[config.mk]
export PLATFORM = sky130hd
export DESIGN_NAME = fastbconv_q_to_bba_seq
export DESIGN_NICKNAME = d
export VERILOG_FILES = /design/src/rtl/fastbconv_q_to_bba_seq_pkg.sv /design/src/rtl/fastbconv_q_to_bba_seq_modadd_mulmod.sv /design/src/rtl/fastbconv_q_to_bba_seq.sv
export SDC_FILE = /design/constraint.sdc
export NUM_CORES = 1
export LEC_CHECK = 0
export ABC_CLOCK_PERIOD_IN_PS = 18000
export CAP_MARGIN = 20
export CORE_ASPECT_RATIO = 1.75
export CORE_MARGIN = 2
export CORE_UTILIZATION = 30
export DETAILED_ROUTE_END_ITERATION = 16
export SYNTH_ARGS = -nofsm -noshare
export SYNTH_HDL_FRONTEND = slang
export SYNTH_SLANG_ARGS = --single-unit
export TNS_END_PERCENT = 5
[constraint.sdc]
create_clock -name clk -period 18 [get_ports clk]
set_input_delay 2.7 -clock clk [delete_from_list [all_inputs] [get_ports clk]]
set_output_delay 2.7 -clock clk [all_outputs]
set_load 0.03 [all_outputs]
[src/rtl/fastbconv_q_to_bba_seq_pkg.sv]
// rtl/fastbconv_q_to_bba_seq_pkg.sv - bases, precomputed CRT constants and types for the q -> B∪Ba converter
package fastbconv_q_to_bba_seq_pkg;

  localparam int RNS_PRIME_BITS = 5;
  localparam int N_SLOTS        = 2;
  localparam int Q_BASIS_LEN    = 3;
  localparam int BBA_BASIS_LEN  = 4;
  localparam int IDX_BITS       = (Q_BASIS_LEN > 1) ? $clog2(Q_BASIS_LEN) : 1;

  typedef logic [RNS_PRIME_BITS-1:0]   rns_residue_t;
  typedef logic [2*RNS_PRIME_BITS-1:0] wide_rns_residue_t;

  typedef enum logic [1:0] {
    ST_IDLE = 2'd0,
    ST_RUN  = 2'd1,
    ST_DONE = 2'd2
  } state_t;

  // q = 7*11*13 = 1001; B first (17, 19), then Ba (23, 29)
  localparam rns_residue_t Q_BASIS   [Q_BASIS_LEN]   = '{5'd7, 5'd11, 5'd13};
  localparam rns_residue_t BBA_BASIS [BBA_BASIS_LEN] = '{5'd17, 5'd19, 5'd23, 5'd29};

  // z_i = (q/q_i)^-1 mod q_i ; y_ij = (q/q_i) mod m_j
  localparam rns_residue_t Z_MOD_Q [Q_BASIS_LEN] = '{5'd5, 5'd4, 5'd12};
  localparam rns_residue_t Y_Q_TO_BBA [Q_BASIS_LEN][BBA_BASIS_LEN] = '{
    '{5'd7, 5'd10, 5'd5,  5'd27},
    '{5'd6, 5'd15, 5'd22, 5'd4},
    '{5'd9, 5'd1,  5'd8,  5'd19}
  };

endpackage

[src/rtl/fastbconv_q_to_bba_seq_modadd_mulmod.sv]
// rtl/fastbconv_q_to_bba_seq_modadd_mulmod.sv - one (slot, modulus) lane: (a + b*c mod m) mod m
module fastbconv_q_to_bba_seq_modadd_mulmod
  import fastbconv_q_to_bba_seq_pkg::*;
#(
  parameter rns_residue_t M = 5'd17
) (
  input  rns_residue_t a,
  input  rns_residue_t b,
  input  rns_residue_t c,
  output rns_residue_t sum
);

  wide_rns_residue_t         prod;
  rns_residue_t              prod_red;
  logic [RNS_PRIME_BITS:0]   add_raw;
  logic [RNS_PRIME_BITS:0]   add_sub;

  // a < M and prod_red < M, so one conditional subtract restores the range
  always_comb begin
    prod     = wide_rns_residue_t'(b) * wide_rns_residue_t'(c);
    prod_red = rns_residue_t'(prod % wide_rns_residue_t'(M));
    add_raw  = {1'b0, a} + {1'b0, prod_red};
    add_sub  = add_raw - {1'b0, M};
    sum      = (add_raw >= {1'b0, M}) ? add_sub[RNS_PRIME_BITS-1:0] : add_raw[RNS_PRIME_BITS-1:0];
  end

endmodule

[src/rtl/fastbconv_q_to_bba_seq.sv]
// rtl/fastbconv_q_to_bba_seq.sv - sequential fast base conversion q -> B∪Ba, one q residue folded per cycle
// Optional macro FBC_Q2BBA_BACKPRESSURE_EN: DONE holds out_valid until out_ready.
module fastbconv_q_to_bba_seq
  import fastbconv_q_to_bba_seq_pkg::*;
(
  input  logic clk,
  input  logic reset_n,
  input  logic in_valid,
  output logic in_ready,
  input  logic [N_SLOTS-1:0][Q_BASIS_LEN-1:0][RNS_PRIME_BITS-1:0]   input_RNSpoly,
  output logic out_valid,
  input  logic out_ready,
  output logic [N_SLOTS-1:0][BBA_BASIS_LEN-1:0][RNS_PRIME_BITS-1:0] output_RNSpoly
);

  state_t              state;
  state_t              state_nxt;
  logic [IDX_BITS-1:0] idx;
  logic                last;
  logic [N_SLOTS-1:0][Q_BASIS_LEN-1:0][RNS_PRIME_BITS-1:0]   x_lat;
  logic [N_SLOTS-1:0][BBA_BASIS_LEN-1:0][RNS_PRIME_BITS-1:0] acc;
  logic [N_SLOTS-1:0][BBA_BASIS_LEN-1:0][RNS_PRIME_BITS-1:0] acc_nxt;
  logic [N_SLOTS-1:0][BBA_BASIS_LEN-1:0][RNS_PRIME_BITS-1:0] out_data;
  rns_residue_t        scaled [N_SLOTS];

  assign last = (idx == IDX_BITS'(Q_BASIS_LEN - 1));

  always_ff @(posedge clk or negedge reset_n) begin
    if (!reset_n) state <= ST_IDLE;
    else          state <= state_nxt;
  end

  always_comb begin
    state_nxt = state;
    case (state)
      ST_IDLE: if (in_valid) state_nxt = ST_RUN;
      ST_RUN:  if (last) state_nxt = ST_DONE;
`ifdef FBC_Q2BBA_BACKPRESSURE_EN
      ST_DONE: if (out_ready) state_nxt = ST_IDLE;
`else
      ST_DONE: state_nxt = ST_IDLE;
`endif
      default: state_nxt = ST_IDLE;
    endcase
  end

  always_comb begin
    in_ready  = (state == ST_IDLE);
    out_valid = (state == ST_DONE);
  end

`ifndef FBC_Q2BBA_BACKPRESSURE_EN
  logic unused_out_ready;
  assign unused_out_ready = out_ready;
`endif

  // out_data is loaded with the final sum so it only changes at entry to DONE
  always_ff @(posedge clk or negedge reset_n) begin
    if (!reset_n) begin
      idx      <= '0;
      x_lat    <= '0;
      acc      <= '0;
      out_data <= '0;
    end else begin
      case (state)
        ST_IDLE: if (in_valid) begin
          x_lat <= input_RNSpoly;
          acc   <= '0;
          idx   <= '0;
        end
        ST_RUN: begin
          acc <= acc_nxt;
          if (last) out_data <= acc_nxt;
          else      idx      <= idx + 1'b1;
        end
        default: ;
      endcase
    end
  end

  assign output_RNSpoly = out_data;

  // the scale step x*z mod q_idx is shared by every BBa lane of a slot
  for (genvar k = 0; k < N_SLOTS; k++) begin : g_slot
    rns_residue_t scaled_i [Q_BASIS_LEN];
    for (genvar i = 0; i < Q_BASIS_LEN; i++) begin : g_q
      assign scaled_i[i] = rns_residue_t'((wide_rns_residue_t'(x_lat[k][i]) * wide_rns_residue_t'(Z_MOD_Q[i]))
                                          % wide_rns_residue_t'(Q_BASIS[i]));
    end
    assign scaled[k] = scaled_i[idx];

    for (genvar j = 0; j < BBA_BASIS_LEN; j++) begin : g_m
      fastbconv_q_to_bba_seq_modadd_mulmod #(
        .M (BBA_BASIS[j])
      ) u_lane (
        .a   (acc[k][j]),
        .b   (scaled[k]),
        .c   (Y_Q_TO_BBA[idx][j]),
        .sum (acc_nxt[k][j])
      );
    end
  end

endmodule

==> results of run 1 <==
[kinds of logic after synthesis]
group	Yosys count	share of synthesized area
multiplexers	104	0.0433
flip-flops	114	0.111
AO/OA/AOI/OAI	1160	0.317
adder cells (fa/ha/maj)	358	0.194
AND/OR/NAND/NOR	1100	0.213
buffers and inverters	325	0.0488
XOR/XNOR	206	0.0733
[worst min path at each step]
stage	start	to	slack [ps]
after detailed placement	output_RNSpoly[15]$_DFFE_PN0P_	output_RNSpoly[15]$_DFFE_PN0P_	470
after global routing	output_RNSpoly[15]$_DFFE_PN0P_	output_RNSpoly[15]$_DFFE_PN0P_	510
after floorplan	x_lat[17]$_DFFE_PN0P_	x_lat[17]$_DFFE_PN0P_	510
final	output_RNSpoly[15]$_DFFE_PN0P_	output_RNSpoly[15]$_DFFE_PN0P_	480
after CTS	output_RNSpoly[15]$_DFFE_PN0P_	output_RNSpoly[15]$_DFFE_PN0P_	490
after global placement	output_RNSpoly[16]$_DFFE_PN0P_	output_RNSpoly[16]$_DFFE_PN0P_	460
[sequential cells by signal (all words and copies together), names as in the netlist]
name and cells:
idx 2, output_RNSpoly 40, x_lat 30, acc 40, state 2
[cell usage in the layout (no fill, tap or decap), drive strengths merged, types with 17 or more instances in the layout]
master         count
a211o             23
a211oi            66
a21o              70
a21oi            226
a31o              19
a31oi             56
and2              67
and3              27
buf               97
clkbuf            19
clkdlybuf4s50     73
dfrtp            114
fa                72
ha               282
inv              216
mux2              48
mux2i             55
nand2            338
nand2b            46
nand3             87
nand4             27
nor2             216
nor2b             33
nor3              96
nor4              23
o211ai            60
o21a              52
o21ai            225
o21bai            23
o221ai            17
o22ai             70
o31a              18
o31ai             31
or2               34
or3               33
xnor2            142
xor2              61
[metrics by stage]
step | setup TNS, ps | setup slack, ps
floorplan | 0 | 1870
global placement | 0 | 433
detailed placement | 0 | 306
CTS | 0 | 201
global route | -82.0 | -45.2
finish | 0 | 995
[repair_timing]
item | 4_1_cts | 5_1_grt
setup endpoints to repair | 0 | 61
gates resized for setup | 0 | 64
buffers inserted | 0 | 7
[worst max-delay path: cells and delay by family, from the launching register on]
| family | cells | cell delay, ps |
|---|---|---|
| mux | 4 | 1220 |
| simple gates | 11 | 3110 |
| xor+xnor | 6 | 1310 |
| buf+inv | 5 | 660 |
| flops | 1 | 400 |
| compound gates | 27 | 5850 |
| fa+ha+maj | 13 | 4250 |
[cell type report]
cell class                 count  area, sq um  share of cell area
sequential                   114         2850              0.0980
inverter                     211          792              0.0272
tap                         1152         1440              0.0495
multi-input combinational   2928        22000               0.755
clock buffer                  18          429              0.0147
clock inverter                14          145             0.00499
timing repair buffer         171         1470              0.0504
[per-layer routing]
metal  track usage  up-vias  share of wire
li1              -    12752              -
met1         0.171    12148           0.38
met2         0.329      542           0.53
met3        0.0228      195          0.037
met4        0.0843        0          0.048
met5             0        -              0
==> flow_summary.yaml, run 1 <==
worst_setup_path:
  path_max_fanout: 11
  worstPathArrival_ps: 17310
  reg2reg_depth: 66
  crit_end: "acc[28]$_DFFE_PN0P_"
  required_ps: 18310
  start_kind: "register"
  max_stage_delay_ps: 560
  startpoint: "x_lat[18]$_DFFE_PN0P_"
  cp_slowest_cell: "fa_1"
  r2r-start: "x_lat[18]$_DFFE_PN0P_"
  cp-end-kind: "register"
  r2r-end: "acc[28]$_DFFE_PN0P_"
  path_common_cell: "ha_1"
  worstSetupPathType: "register to register"
  rrSetupSlack_ps: 990
floorplanning:
  die_area_sq_um: 88400
  initial_core_util: 0.302
  chipHeight_um: 392
  core_sq_um: 85500
  row_count: 142
  ios: 76
  die_w_um: 226
clock_tree:
  cts_buffers: 17
  cts_tree: "built"
  clk_pin_slew_worst_paths_ps: 70
  cts_hold_buf: 0
  cts_buffer_depth: 2
  cts.sinks: 114
  worstSkewPairLatency_ps: 470
  htree_levels: 4
  cts-root-buf: "clkbuf_16"
placement:
  io_buffers: 74
  dp_cells: 4568
  gp_congestion: 0.907
  dp_hpwl_um: 60100
  placed_area_sq_um: 28200
flow_run:
  cap_violations: 0
final_layout:
  instances_no_fill: 4608
  syn2layout_area_growth_pct: 12.9
  design_area_sq_um: 29100
  nFillCells: 9032
  diodes: 0
  post-route-util: 0.341
  nNetsFinal: 3831
  drive_gt1_frac: 0.103
route:
  vias_per_cell: 5.56
  ant_nets: 0
  wl_per_cell_um: 16.4
  drtPass1Iterations: 6
  drc_errors: 0
  drt_iter0_markers: 1287
  vias: 25637
  routed_wirelength_um: 75500
logic_synthesis:
  yosysSeqAreaShare: 0.111
  ys_warn_count: 0
  synth-main-ff-cell: "dfrtp_1"
  syn-instance-count: 3367
  synth_top_area_cell: "ha_1"
  synth.most_common_cell: "nand2_1"
  yosysUniqueCellTypes: 126
  synth.cell_area_sq_um: 25800
  synth_common_cells: "nand2_1, ha_1, a21oi_1, nor2_1, inv_1"
  synth_area_leaders: "ha_1, dfrtp_1, fa_1"
  synth_nets: 3755
  synthArstFlopShare: 1.00
  avgSynthCellArea_sq_um: 7.66
  ys_ff_latch: 114
  yosysTopAreaCellShare: 0.137
  synth_enable_flop_cells: 0
timing:
  fin_skew_ps: 18.8
  rsz0062_at_grt: "true"
  fin_crit_ps: 17010
  maxSlewViolCount: 0
  tightest_slew_ps: 1100
  max_freq_mhz: 58.8
  setup_viol: 0
  finalCritPeriodShare: 0.945
  max-slew-margin-rel: 0.248
  hold_ws_ps: 481
  hold_viol: 0
min_path:
  hold_class: "register to register"
  min_delay_path_depth: 2
global_route:
  grt_start_max_net_pins: 82
  overflow: 0
  grt_pass1_wl_um: 123000
  grt_pass1_vias: 25157
  antenna_found_initial: 0
  grt.total_usage: 0.168
outcome:
  status: "complete, no violations"
Power of run 1 is left out: the tool's default activity adds up to more than one toggle a clock period on the data nets, which glitch-free logic cannot reach.
==> run 2, diff against run 1 <==
CORE_UTILIZATION = 35   (was 30)
CTS_BUF_LIST = sky130_fd_sc_hd__clkbuf_8   (was not set)
==> flow_summary.yaml, run 2 (synthesis results as in run 1) <==
route:
  drtPass1Iterations: 5
  ant_nets: 0
  wl_per_cell_um: 16.8
  drc_errors: 0
  vias: 25573
  routed_wirelength_um: 73600
  drt_iter0_markers: 1563
  vias_per_cell: 5.83
worst_setup_path:
  worstSetupPathType: "register to register"
  cp_slowest_cell: "o311ai_2"
  path_max_fanout: 8
  path_common_cell: "ha_1"
  cp-end-kind: "register"
  max_stage_delay_ps: 660
  required_ps: 18390
  worstPathArrival_ps: 17360
  reg2reg_depth: 63
  start_kind: "register"
placement:
  gp_congestion: 0.903
  dp_hpwl_um: 59100
  pre_cts_ws_ps: 639
  placed_area_sq_um: 27900
  io_buffers: 74
global_route:
  grt_start_max_net_pins: 85
  antenna_found_initial: 1
  grt.total_usage: 0.192
  grt_pass1_wl_um: 122000
  grt_pass1_vias: 25171
  overflow: 0
final_layout:
  nNetsFinal: 3831
  multi_input_area_sq_um: 21900
  regArea_sq_um: 2850
  syn2layout_area_growth_pct: 11.1
  drive_gt1_frac: 0.0999
  design_area_sq_um: 28600
  layout_commonest_cell: "nand2_1"
  nFillCells: 7572
  diodes: 0
  final_cell_mix: "nand2_1, ha_1, a21oi_1"
timing:
  setup_viol: 0
  fin_crit_ps: 16960
  hold_viol: 0
  fin_skew_ps: 26.6
  hold_ws_ps: 485
  layout_setup_ws_ps: 1040
  max-slew-margin-rel: 0.248
  max_freq_mhz: 58.9
  finalCritPeriodShare: 0.942
  maxSlewViolCount: 0
  tightest_slew_ps: 1120
  rsz0062_at_grt: "true"
floorplanning:
  core_sq_um: 72900
  die_w_um: 209
  initial_core_util: 0.353
  die_area_sq_um: 75900
  chipHeight_um: 363
  ios: 76
  row_count: 131
flow_run:
  cap_violations: 0
min_path:
  min_delay_path_depth: 2
  hold_class: "register to register"
clock_tree:
  cts.sinks: 114
  cts_tree: "built"
  cts_buffer_depth: 2
  cts_hold_buf: 0
  htree_levels: 4
  cts_buffers: 17
  clk_pin_slew_worst_paths_ps: 80
  cts-root-buf: "clkbuf_8"
  worstSkewPairLatency_ps: 570
outcome:
  status: "complete, no violations"
run 2: changes by cell type in the layout (fill, tap and decap cells not counted), moves of 3 or more:
cell / delta
clkbuf_8: +20
clkbuf_16: -17
inv_6: -6
bufinv_16: +4
ha_1: +3
ha_2: -3
run 2: worst paths after layout:
kind / end / start / slack [ps]
worst min-delay path: output_RNSpoly[16]$_DFFE_PN0P_ / output_RNSpoly[16]$_DFFE_PN0P_ / 480
worst max register to register: output_RNSpoly[20]$_DFFE_PN0P_ / x_lat[18]$_DFFE_PN0P_ / 1040
max in group asynchronous: output_RNSpoly[1]$_DFFE_PN0P_ / reset_n / 14620
worst min register to register: output_RNSpoly[16]$_DFFE_PN0P_ / output_RNSpoly[16]$_DFFE_PN0P_ / 480
min in group asynchronous: x_lat[4]$_DFFE_PN0P_ / reset_n / 2100
worst max-delay path: output_RNSpoly[20]$_DFFE_PN0P_ / x_lat[18]$_DFFE_PN0P_ / 1040
run 2: area by class of cell:
type,count,area share
Clock buffer,20,0.00961
Tap cell,931,0.0407
Sequential cell,114,0.0997
Timing Repair Buffer,171,0.0520
Inverter,211,0.0277
Multi-Input combinational cell,2928,0.764
Clock inverter,9,0.00629
run 2: what timing repair did:
action	4_1_cts	5_1_grt
resized for setup	0	43
buffers inserted	0	4
endpoints found under the setup margin	0	51
run 2: critical path: cells and delay by family (launching register included):
kind            cells  cell delay, ps
compound gates     21            4920
xor+xnor            9            2480
fa+ha+maj          14            4520
buf+inv             3             470
flops               1             420
simple gates       16            3980
run 2: through the flow:
step / cells / utilization / TNS [ps]
6_report: 4384 / 0.393 / 0
5_1_grt: 4384 / 0.393 / -170
4_1_cts: 4379 / 0.389 / 0
3_5_place_dp: 4350 / 0.383 / 0
3_3_place_gp: 4350 / 0.383 / 0
2_1_floorplan: 3367 / - / 0
run 2: routing by layer:
layer,wire length (um),vias to the layer above,global-route usage,part of all wire
li1,-,12738,-,-
met1,28400,12174,0.198,0.39
met2,40300,493,0.383,0.55
met3,2000,168,0.0224,0.027
met4,2920,0,0.0836,0.040
met5,0,-,0,0
Power of run 2 is left out for the same reason.
